## src/rtl/throw_pkg.sv

```systemverilog
// throw_pkg: shared state encoding, slot register map and word builders for
// throw_path_driver.
package throw_pkg;

    localparam int unsigned ADDR_W  = 14;
    localparam int unsigned DATA_W  = 32;
    localparam int unsigned COORD_W = 11;
    localparam int unsigned POS_W   = 12;
    localparam int unsigned VEL_W   = 8;
    localparam int unsigned ANIM_W  = 3;
    localparam int unsigned COLOR_W = 2;

    // Slot register map (bit 13 selects the register space).
    localparam logic [ADDR_W-1:0] ADDR_BYPASS = 14'h2000;
    localparam logic [ADDR_W-1:0] ADDR_X0     = 14'h2001;
    localparam logic [ADDR_W-1:0] ADDR_Y0     = 14'h2002;
    localparam logic [ADDR_W-1:0] ADDR_CTRL   = 14'h2003;

    // ctrl register field positions: {color, anim}.
    localparam int unsigned CTRL_ANIM_LSB  = 0;
    localparam int unsigned CTRL_COLOR_LSB = 3;

    typedef enum logic [3:0] {
        ST_IDLE,
        ST_W_X0,
        ST_W_Y0,
        ST_W_CTRL,
        ST_W_SHOW,
        ST_WAIT,
        ST_UPDATE,
        ST_U_X0,
        ST_U_Y0,
        ST_U_CTRL,
        ST_W_HIDE,
        ST_DONE
    } state_t;

    // Coordinate register word: value in the low bits, rest zero.
    function automatic logic [DATA_W-1:0] coord_word(input logic [COORD_W-1:0] c);
        return DATA_W'(c);
    endfunction

    // ctrl register word with unused bits zero.
    function automatic logic [DATA_W-1:0] ctrl_word(input logic [COLOR_W-1:0] color,
                                                    input logic [ANIM_W-1:0]  anim);
        logic [DATA_W-1:0] w;
        w = '0;
        w[CTRL_COLOR_LSB +: COLOR_W] = color;
        w[CTRL_ANIM_LSB  +: ANIM_W]  = anim;
        return w;
    endfunction

endpackage

```

## src/rtl/throw_path_driver.sv

```systemverilog
// throw_path_driver: animates a thrown sprite by issuing one burst of slot
// register writes per frame (at start of vertical blank).
//
// Ports:
//   clk, reset        clock, synchronous active-low reset
//   x, y              frame counter position
//   start             one-cycle launch command (ignored while busy)
//   x_init, y_init    launch origin
//   vx_init, vy_init  signed launch velocity (pixels/frame)
//   color             animation colour for ctrl[4:3]
//   abort             one-cycle pulse ending the throw early
//   busy, done        throw in progress / one-cycle completion pulse
//   cs, write         slot bus strobes (always equal)
//   addr, wr_data     slot bus address and data
import throw_pkg::*;

module throw_path_driver #(
    parameter int unsigned TRIG_Y   = 480,
    parameter int unsigned GROUND_Y = 448,
    parameter int unsigned H_MAX    = 639,
    parameter int unsigned GRAV     = 1,
    parameter int unsigned VY_MAX   = 15,
    parameter int unsigned ANIM_DIV = 4
) (
    input  logic                clk,
    input  logic                reset,
    input  logic [COORD_W-1:0]  x,
    input  logic [COORD_W-1:0]  y,
    input  logic                start,
    input  logic [COORD_W-1:0]  x_init,
    input  logic [COORD_W-1:0]  y_init,
    input  logic [VEL_W-1:0]    vx_init,
    input  logic [VEL_W-1:0]    vy_init,
    input  logic [COLOR_W-1:0]  color,
    input  logic                abort,
    output logic                busy,
    output logic                done,
    output logic                cs,
    output logic                write,
    output logic [ADDR_W-1:0]   addr,
    output logic [DATA_W-1:0]   wr_data
);

    localparam int unsigned DIV_W = (ANIM_DIV > 1) ? $clog2(ANIM_DIV) : 1;

    state_t                    state;
    logic signed [POS_W-1:0]   x_pos;
    logic signed [POS_W-1:0]   y_pos;
    logic signed [VEL_W-1:0]   vx;
    logic signed [VEL_W-1:0]   vy;
    logic [ANIM_W-1:0]         anim;
    logic [DIV_W-1:0]          div_cnt;
    logic [COLOR_W-1:0]        color_q;
    logic                      land;
    logic                      pending;
    logic                      hit_q;
    logic                      tick;

    logic                      hit;
    logic                      abortable;
    logic signed [POS_W-1:0]   x_n;
    logic signed [POS_W-1:0]   y_n;
    logic signed [POS_W-1:0]   y_clip;
    logic signed [VEL_W:0]     vy_inc;
    logic signed [VEL_W-1:0]   vy_n;
    logic                      off_screen;
    logic                      grounded;
    logic                      div_wrap;

    assign hit       = (x == '0) && (y == COORD_W'(TRIG_Y));
    assign abortable = state inside {ST_W_X0, ST_W_Y0, ST_W_CTRL, ST_W_SHOW, ST_WAIT,
                                     ST_UPDATE, ST_U_X0, ST_U_Y0, ST_U_CTRL};

    // Next-frame kinematics; vy is widened one bit so saturation cannot wrap.
    always_comb begin
        x_n        = x_pos + {{(POS_W-VEL_W){vx[VEL_W-1]}}, vx};
        y_n        = y_pos + {{(POS_W-VEL_W){vy[VEL_W-1]}}, vy};
        vy_inc     = {vy[VEL_W-1], vy} + (VEL_W+1)'(GRAV);
        vy_n       = (vy_inc > $signed((VEL_W+1)'(VY_MAX))) ? VEL_W'(VY_MAX)
                                                             : vy_inc[VEL_W-1:0];
        off_screen = x_n[POS_W-1] || (x_n > $signed(POS_W'(H_MAX)));
        grounded   = (y_n >= $signed(POS_W'(GROUND_Y)));
        y_clip     = y_n[POS_W-1] ? '0 : y_n;
        div_wrap   = (div_cnt == DIV_W'(ANIM_DIV - 1));
    end

    // Control FSM; bus registers are loaded with the write of the state being entered.
    always_ff @(posedge clk) begin
        if (!reset) begin
            state   <= ST_IDLE;
            x_pos   <= '0;
            y_pos   <= '0;
            vx      <= '0;
            vy      <= '0;
            anim    <= '0;
            div_cnt <= '0;
            color_q <= '0;
            land    <= 1'b0;
            pending <= 1'b0;
            hit_q   <= 1'b0;
            tick    <= 1'b0;
            busy    <= 1'b0;
            done    <= 1'b0;
            cs      <= 1'b0;
            write   <= 1'b0;
            addr    <= '0;
            wr_data <= '0;
        end else begin
            hit_q   <= hit;
            tick    <= hit & ~hit_q;
            cs      <= 1'b0;
            write   <= 1'b0;
            addr    <= '0;
            wr_data <= '0;
            done    <= 1'b0;

            // Remember a frame tick that arrives while mid-sequence.
            if (tick && (state != ST_IDLE) && (state != ST_WAIT)) begin
                pending <= 1'b1;
            end

            unique case (state)
                ST_IDLE: begin
                    if (start) begin
                        x_pos   <= POS_W'(x_init);
                        y_pos   <= POS_W'(y_init);
                        vx      <= vx_init;
                        vy      <= vy_init;
                        color_q <= color;
                        anim    <= '0;
                        div_cnt <= '0;
                        land    <= 1'b0;
                        busy    <= 1'b1;
                        state   <= ST_W_X0;
                        cs      <= 1'b1;
                        write   <= 1'b1;
                        addr    <= ADDR_X0;
                        wr_data <= coord_word(x_init);
                    end
                end
                ST_W_X0: begin
                    state   <= ST_W_Y0;
                    cs      <= 1'b1;
                    write   <= 1'b1;
                    addr    <= ADDR_Y0;
                    wr_data <= coord_word(y_pos[COORD_W-1:0]);
                end
                ST_W_Y0: begin
                    state   <= ST_W_CTRL;
                    cs      <= 1'b1;
                    write   <= 1'b1;
                    addr    <= ADDR_CTRL;
                    wr_data <= ctrl_word(color_q, anim);
                end
                ST_W_CTRL: begin
                    state   <= ST_W_SHOW;
                    cs      <= 1'b1;
                    write   <= 1'b1;
                    addr    <= ADDR_BYPASS;
                    wr_data <= '0;
                end
                ST_W_SHOW: begin
                    state <= ST_WAIT;
                end
                ST_WAIT: begin
                    if (tick || pending) begin
                        pending <= 1'b0;
                        state   <= ST_UPDATE;
                    end
                end
                ST_UPDATE: begin
                    vy      <= vy_n;
                    div_cnt <= div_wrap ? '0 : div_cnt + DIV_W'(1);
                    if (div_wrap) begin
                        anim <= anim + ANIM_W'(1);
                    end
                    cs    <= 1'b1;
                    write <= 1'b1;
                    if (off_screen) begin
                        state   <= ST_W_HIDE;
                        addr    <= ADDR_BYPASS;
                        wr_data <= DATA_W'(1);
                    end else begin
                        x_pos <= x_n;
                        if (grounded) begin
                            y_pos <= POS_W'(GROUND_Y);
                            land  <= 1'b1;
                        end else begin
                            y_pos <= y_clip;
                        end
                        state   <= ST_U_X0;
                        addr    <= ADDR_X0;
                        wr_data <= coord_word(x_n[COORD_W-1:0]);
                    end
                end
                ST_U_X0: begin
                    state   <= ST_U_Y0;
                    cs      <= 1'b1;
                    write   <= 1'b1;
                    addr    <= ADDR_Y0;
                    wr_data <= coord_word(y_pos[COORD_W-1:0]);
                end
                ST_U_Y0: begin
                    state   <= ST_U_CTRL;
                    cs      <= 1'b1;
                    write   <= 1'b1;
                    addr    <= ADDR_CTRL;
                    wr_data <= ctrl_word(color_q, anim);
                end
                ST_U_CTRL: begin
                    if (land) begin
                        state   <= ST_W_HIDE;
                        cs      <= 1'b1;
                        write   <= 1'b1;
                        addr    <= ADDR_BYPASS;
                        wr_data <= DATA_W'(1);
                    end else begin
                        state <= ST_WAIT;
                    end
                end
                ST_W_HIDE: begin
                    state <= ST_DONE;
                    done  <= 1'b1;
                end
                ST_DONE: begin
                    state   <= ST_IDLE;
                    busy    <= 1'b0;
                    pending <= 1'b0;
                end
                default: begin
                    state <= ST_IDLE;
                end
            endcase

            // Abort lets the write on the bus finish, then hides the sprite next.
            if (abort && abortable) begin
                state   <= ST_W_HIDE;
                cs      <= 1'b1;
                write   <= 1'b1;
                addr    <= ADDR_BYPASS;
                wr_data <= DATA_W'(1);
            end
        end
    end

endmodule

```

## config.mk

```make
export PLATFORM = sky130hd
export DESIGN_NAME = throw_path_driver
export DESIGN_NICKNAME = d
export VERILOG_FILES = /design/src/rtl/throw_pkg.sv /design/src/rtl/throw_path_driver.sv
export SDC_FILE = /design/constraint.sdc
export NUM_CORES = 1
export LEC_CHECK = 0
export ABC_AREA = 0
export BUFFER_PORTS_ARGS = -buffer_cell sky130_fd_sc_hd__buf_4
export CAP_MARGIN = 40
export CORE_MARGIN = 1
export CORE_UTILIZATION = 45
export CTS_CLUSTER_SIZE = 20
export DETAILED_ROUTE_END_ITERATION = 10
export PLACE_DENSITY = 0.69
export SYNTH_ARGS = -nofsm -noshare
export SYNTH_HDL_FRONTEND = slang
export SYNTH_SLANG_ARGS = --single-unit
```

## constraint.sdc

```tcl
create_clock -name clk -period 5.7 [get_ports clk]
set_clock_uncertainty 0.1 [all_clocks]
set_input_delay 0.57 -clock clk [delete_from_list [all_inputs] [get_ports clk]]
set_output_delay 0.57 -clock clk [all_outputs]
set_load 0.1 [all_outputs]
```

# --- After elaboration in Yosys (flattened, before gate mapping) ---
# Index checks and enable logic that the tools add are counted.
word_totals:
  out_inout_bits: 50
  in_bits: 66
  regBits: 83
  wordCells: 123
op_classes:
  n_eq_ne: 21
  n_bitwise: 3
  mux: 47
  n_addsub: 5
  n_reduce_logical: 24
  magnitude_cmp: 3
op_table:
  columns: ["operator", "count"]
  rows:
  - ["one-hot mux 14 bit (6 select lines)", 1]
  - ["one-hot mux 11 bit (5 select lines)", 1]
  - ["two-way mux 12 bit", 4]
  - ["one-hot mux 12 bit (2 select lines)", 2]
  - ["two-way mux 11 bit", 4]
  - ["one-hot mux 4 bit (11 select lines)", 1]
  - ["two-way mux 14 bit", 3]
  - ["adder 12 bit", 2]
  - ["two-way mux 4 bit", 5]
  - ["equality test 4 x 3 -> 1 bit (second input constant)", 4]
  - ["equality test 4 bit (second input constant)", 4]
  - ["two-way mux 8 bit", 2]
  - ["one-hot mux 8 bit (2 select lines)", 1]
  - ["two-way mux 1 bit", 13]
  - [">= comparator 12 x 10 -> 1 bit (second input constant)", 1]
  - ["greater-than comparator 12 x 11 -> 1 bit (second input constant)", 1]
  - ["equality test 11 x 9 -> 1 bit (second input constant)", 1]
  - ["logical NOT 11 bit", 1]
  - ["AND reduction 2 bit", 5]
  - ["adder 8 x 2 -> 9 bit (second input constant)", 1]
  - ["greater-than comparator 9 x 5 -> 1 bit (second input constant)", 1]
  - ["nonzero test 9 bit", 1]
  - ["equality test 4 x 2 -> 1 bit (second input constant)", 2]
  - ["inequality test 2 bit (second input constant)", 4]
  - ["other kinds (25)", 38]

# --- Longest topological paths before layout ---
depth:
  word_depth: 6
  ltp_mapped: 11
  ltp_nobuf: 9

# --- Worst setup path before layout ---
# No wires, ideal clock.
synth_path:
  kind: "reg2reg"
  from: "register x_pos[0]"
  to: "register y_pos[3]"
  synth_period_minus_slack_ns: 2.862
  required_time_ns: 5.481
  path_buffers: 1
  setup_slack_ns: 2.838
  t_arrival_ns: 2.643
  path_stages_with_launch: 11
  setup_ns: 0.119
  path_cell_list: "dfxtp_1 ha_1 fa_1 a211o_1 a221oi_2 o221ai_2 and4_4 o2bb2ai_2 o21ai_2 buf_6 o221a_2"
synth_between:
  elab_chain_cells: 5
synth_rtl:
  columns: ["element", "line_no", "source"]
  rows:
  - ["from (decl)", "throw_path_driver.sv:47", "logic signed [POS_W-1:0] x_pos;"]
  - ["from (signal assigned)", "throw_path_driver.sv:125", "x_pos <= POS_W'(x_init);"]
  - ["from (signal assigned)", "throw_path_driver.sv:184", "x_pos <= x_n;"]
  - ["adder 12 bit (*)", "throw_path_driver.sv:76", "x_n = x_pos + {{(POS_W-VEL_W){vx[VEL_W-1]}}, vx};"]
  - ["greater-than comparator 12 x 11 -> 1 bit", "throw_path_driver.sv:81", "off_screen = x_n[POS_W-1] || (x_n > $signed(POS_W'(H_MAX)));"]
  - ["logical OR 1 bit (*)", "throw_path_driver.sv:81", null]
  - ["inequality test 2 bit (no source line) (*)", null, null]
  - ["AND reduction 3 bit (no source line) (*)", null, null]
  - ["to (signal assigned)", "throw_path_driver.sv:126", "y_pos <= POS_W'(y_init);"]
  - ["to (signal assigned)", "throw_path_driver.sv:186", "y_pos <= POS_W'(GROUND_Y);"]
  - ["to (signal assigned)", "throw_path_driver.sv:189", "y_pos <= y_clip;"]
  - ["to (decl)", "throw_path_driver.sv:48", "logic signed [POS_W-1:0] y_pos;"]
# Mark *: on every way between the ends. The rest lies on a longest branch, timed or not.
# A chain may end at the register's enable or synchronous reset.

# --- Worst setup path in the final report ---
layout_path:
  from: "register x_pos[0]"
  to: "register x_pos[2]"
layout_between:
  elab_chain_cells: 5
  elab_cells_between_ends: 7
  classes_between: "add/sub: 1; order compare: 1; eq/ne: 1; mux: 2; reduce/logical: 2"
layout_rtl:
  columns: ["element", "line_no"]
  rows:
  - ["adder 12 bit (*)", "throw_path_driver.sv:76"]
  - ["greater-than comparator 12 x 11 -> 1 bit", "throw_path_driver.sv:81"]
  - ["logical OR 1 bit", "throw_path_driver.sv:81"]
  - ["inequality test 2 bit (no source line)", null]
  - ["AND reduction 3 bit (no source line)", null]
# Mark *: on every way between the ends. The rest lies on a longest branch, timed or not. The select of a mux whose other input is x is not followed.

==> results by group <==
Synth
  • Netlist Area Pre-Place: 0.00490 sq mm
  • Sequential cell area fraction in the yosys report: 29.0%
  • Post-synthesis sequential element count: 71
  • Post-synth EDFFs: 0
  • FFs w/ async S/R, synth: 0%
  • Syn avg cell area: 8.01 sq um
  • Post-Syn Instances: 612
  • Ys Warns: 0
  • Yosys cell types: 70
  • Predominant post-synthesis flop cell: dfxtp_1

CTS
  • Cts repair resizes: 0
  • Hold-fix buffers, CTS: 0
  • CTS buffer count: 9
  • Clock transition at path regs: 0.07 ns
  • CTS tree: built
  • Postcts setup bufs: 0
  • Clock Tree Buf Depth: 2
  • Htree depth: 3
  • Sink Count: 71
  • Root Driver: clkbuf_8
  • Clk_lat worst skew: 0.35 ns

Timing
  • Fin crit period: 3.28 ns
  • Maximum clock rate: 0.305 GHz
  • Final Cycle Share: 57.6%
  • Setup WS post-layout: 2.42 ns
  • Final Setup Violations: 0
  • Relative slew slack: 36.8%
  • Fin. Hold Viols: 0
  • RSZ-0062 raised after global routing: no
  • Slew Viols, Final: 0
  • Worst Tran Pin Value: 0.948 ns
  • Setup TNS: 0 ns
  • Hold slack final: 0.298 ns

Detailed routing
  • DR pass1 iterations: 5
  • DRC Markers: 0
  • Avg Vias per Cell: 5.90
  • Routed len/inst: 16.2 um
  • M1 WL: 5860 um
  • Drt first-iter violations: 310
  • Vias: 4783
  • Drt total wl: 13200 um
  • Met3 wire length: 862 um
  • Antenna Violating Nets Remaining: 0
  • Met2 WL: 6130 um
  • Top Metal Used: met4

Finish
  • Layout fillers: 1020
  • Nets@finish: 763
  • Area Overhead vs Synth: 14.7%
  • Finished Layout Cells: 810
  • Sequential cell area: 0.00142 sq mm
  • Diodes inserted: 0
  • Share of layout cells above drive strength 1: 18.4%
  • Multi-input gate area: 0.00312 sq mm

Power and ir drop
  • Switching power total: 0.00143 W
  • Sequential Power Share: 28.4%
  • Comb pwr share: 57.3%
  • Switching Fraction: 51.3%
  • Pint: 0.00135 W
  • Part of the power in the clock network: 14.4%
  • Power per cell area: 495 mW/mm^2
  • Leak: 2.43 nW
  • Max IR drop VDD: 0.000238 V

Critical path
  • Req. time, crit path: 5.85 ns
  • Crit Path Category: flip-flop to flip-flop
  • CP endpoint kind: flip-flop
  • Worst EP arrival: 3.43 ns
  • CP Max Fanout: 29
  • Reg2Reg Depth: 10
  • CP startpoint kind: flip-flop

Worst hold path
  • Worst min-delay path category: flip-flop to flip-flop
  • Hold Path Stages: 1

Floorplan
  • Die X: 106 um
  • Die Y: 106 um
  • Die area: 0.0113 sq mm
  • Initial Util: 46.8%
  • Row cnt: 37
  • CORE AREA: 0.0105 sq mm
  • I/O pin total: 116

Run
  • # Max-Cap Violations: 0

Placement
  • Port bufs: 83
  • Placed cell count: 794
  • Setup WS pre-CTS: 2.44 ns
  • Final GP Congestion: 0.905
  • Dpl hpwl: 9720 um

GRT
  • Largest net degree at the start of global routing: 52
  • First-pass GRT wire length: 21400 um
  • Vias in the first global route: 4430
  • Grt total ovfl: 0
  • Initial antenna violation count: 0
  • GR Util All Layers: 23.8%

Status
  • Status: finished clean
## final cells by class
class / count / area share [%]
Clock inverter: 4 / 0.801
Tap cell: 136 / 3.03
Sequential cell: 71 / 25.3
Inverter: 12 / 0.801
Timing Repair Buffer: 89 / 12.0
Multi-Input combinational cell: 486 / 55.5
Clock buffer: 12 / 2.58
## per-layer routing
metal	vias up	track usage [%]
met5	-	0
met4	0	9.62
met3	22	4.23
met2	191	38.2
met1	2239	31.4
li1	2331	-
## cells in the mapped netlist, drive strengths merged, types with 3 or more instances
library cell	n	area, sq um
a222oi	6	60.1
a311o	3	30.0
o22ai	6	37.5
nand4	3	18.8
o221a	7	78.8
buf	45	322
and2	3	18.8
a31oi	5	31.3
or4	3	22.5
nor3	17	96.4
nor2	32	120
o211ai	7	52.6
o31ai	4	30.0
dfxtp	71	1420
o21ai	27	139
a211oi	11	82.6
clkbuf	29	110
inv	10	37.5
a22oi	12	90.1
xnor2	13	114
ha	26	325
mux2i	6	60.1
a221oi	6	58.8
or3	3	18.8
or2	4	25.0
and3	9	56.3
nand2	76	285
nor3b	4	30.0
nor4	5	31.3
nand3	17	85.1
nand2b	4	25.0
a21o	8	60.1
nor2b	8	50.1
a21oi	65	337
a211o	4	35.0
o211a	4	40.0
a311oi	8	70.1
xor2	8	70.1
## registers in the layout, indices dropped and copies added, names as in the netlist
register / flops
addr: 3
color_q: 2
vx: 8
hit_q: 1
tick: 1
anim: 3
vy: 8
write: 1
div_cnt: 2
done: 1
y_pos: 11
state: 4
land: 1
wr_data: 11
pending: 1
busy: 1
x_pos: 12
## power groups by stage
stage	Combinational, W	Clock, W	Sequential (W)
2_1_floorplan	0.00114	0	0.000921
3_3_place_gp	0.00154	0	0.000794
3_5_place_dp	0.00157	0	0.000798
4_1_cts	0.00158	0.000410	0.000787
5_1_grt	0.00172	0.000432	0.000809
6_report	0.00159	0.000400	0.000788
## critical path, cell delays in order (launching register included)
cell       delay, ns
dfxtp_1         0.32
ha_1            0.23
fa_1            0.43
a211o_1         0.32
a221oi_2        0.34
o221ai_2        0.22
nor3_4          0.24
a2bb2oi_2       0.15
buf_4           0.34
a21oi_4         0.16
o41ai_2         0.32
## cell families (layout without fill, tap and decap cells)
logic type / Yosys count / after routing / share of synthesized area (%)
buffers and inverters: 86 / 117 / 9.73
flip-flops: 71 / 71 / 29.0
other: 1 / 32 / 0.0765
XOR/XNOR: 21 / 21 / 3.75
AO/OA/AOI/OAI: 206 / 206 / 29.8
adder cells (fa/ha/maj): 28 / 28 / 7.45
multiplexers: 6 / 6 / 1.23
AND/OR/NAND/NOR: 193 / 193 / 18.9
## cells in the final DEF, fill, tap and decap left out, types with 6 or more instances in the layout
cell type / netlist / final
a21o_1: 8 / 8
nor3_1: 16 / 16
xor2_1: 8 / 8
a311oi_1: 8 / 8
o211ai_1: 7 / 7
xnor2_1: 13 / 13
nor2b_1: 8 / 8
dfxtp_1: 71 / 71
nand2_1: 76 / 76
a22oi_1: 12 / 12
clkbuf_8: 0 / 10
o21ai_0: 26 / 26
a21oi_1: 64 / 64
and3_1: 9 / 9
a211oi_1: 11 / 11
o221a_2: 7 / 7
ha_1: 26 / 26
conb_1: 1 / 32
mux2i_1: 6 / 6
buf_4: 35 / 88
nor2_1: 32 / 32
o22ai_1: 6 / 6
a222oi_1: 6 / 6
inv_1: 10 / 10
nand3_1: 17 / 17
## per-stage QoR
stage	instance area [sq um]	total power [W]	util, %
after floorplan	5020	0.00206	-
after global placement	5420	0.00233	51.8
after detailed placement	5430	0.00237	51.9
after CTS	5620	0.00278	53.7
after global routing	5620	0.00296	53.7
final	5620	0.00278	53.7
## worst paths after layout
| kind | start | to | slack (ns) |
|---|---|---|---|
| min reg2reg | hit_q | tick | 0.30 |
| min | hit_q | tick | 0.30 |
| max reg2reg | x_pos[0] | x_pos[2] | 2.42 |
| max | x_pos[0] | x_pos[2] | 2.42 |
No activity file was read; power rests on OpenSTA's default activity.
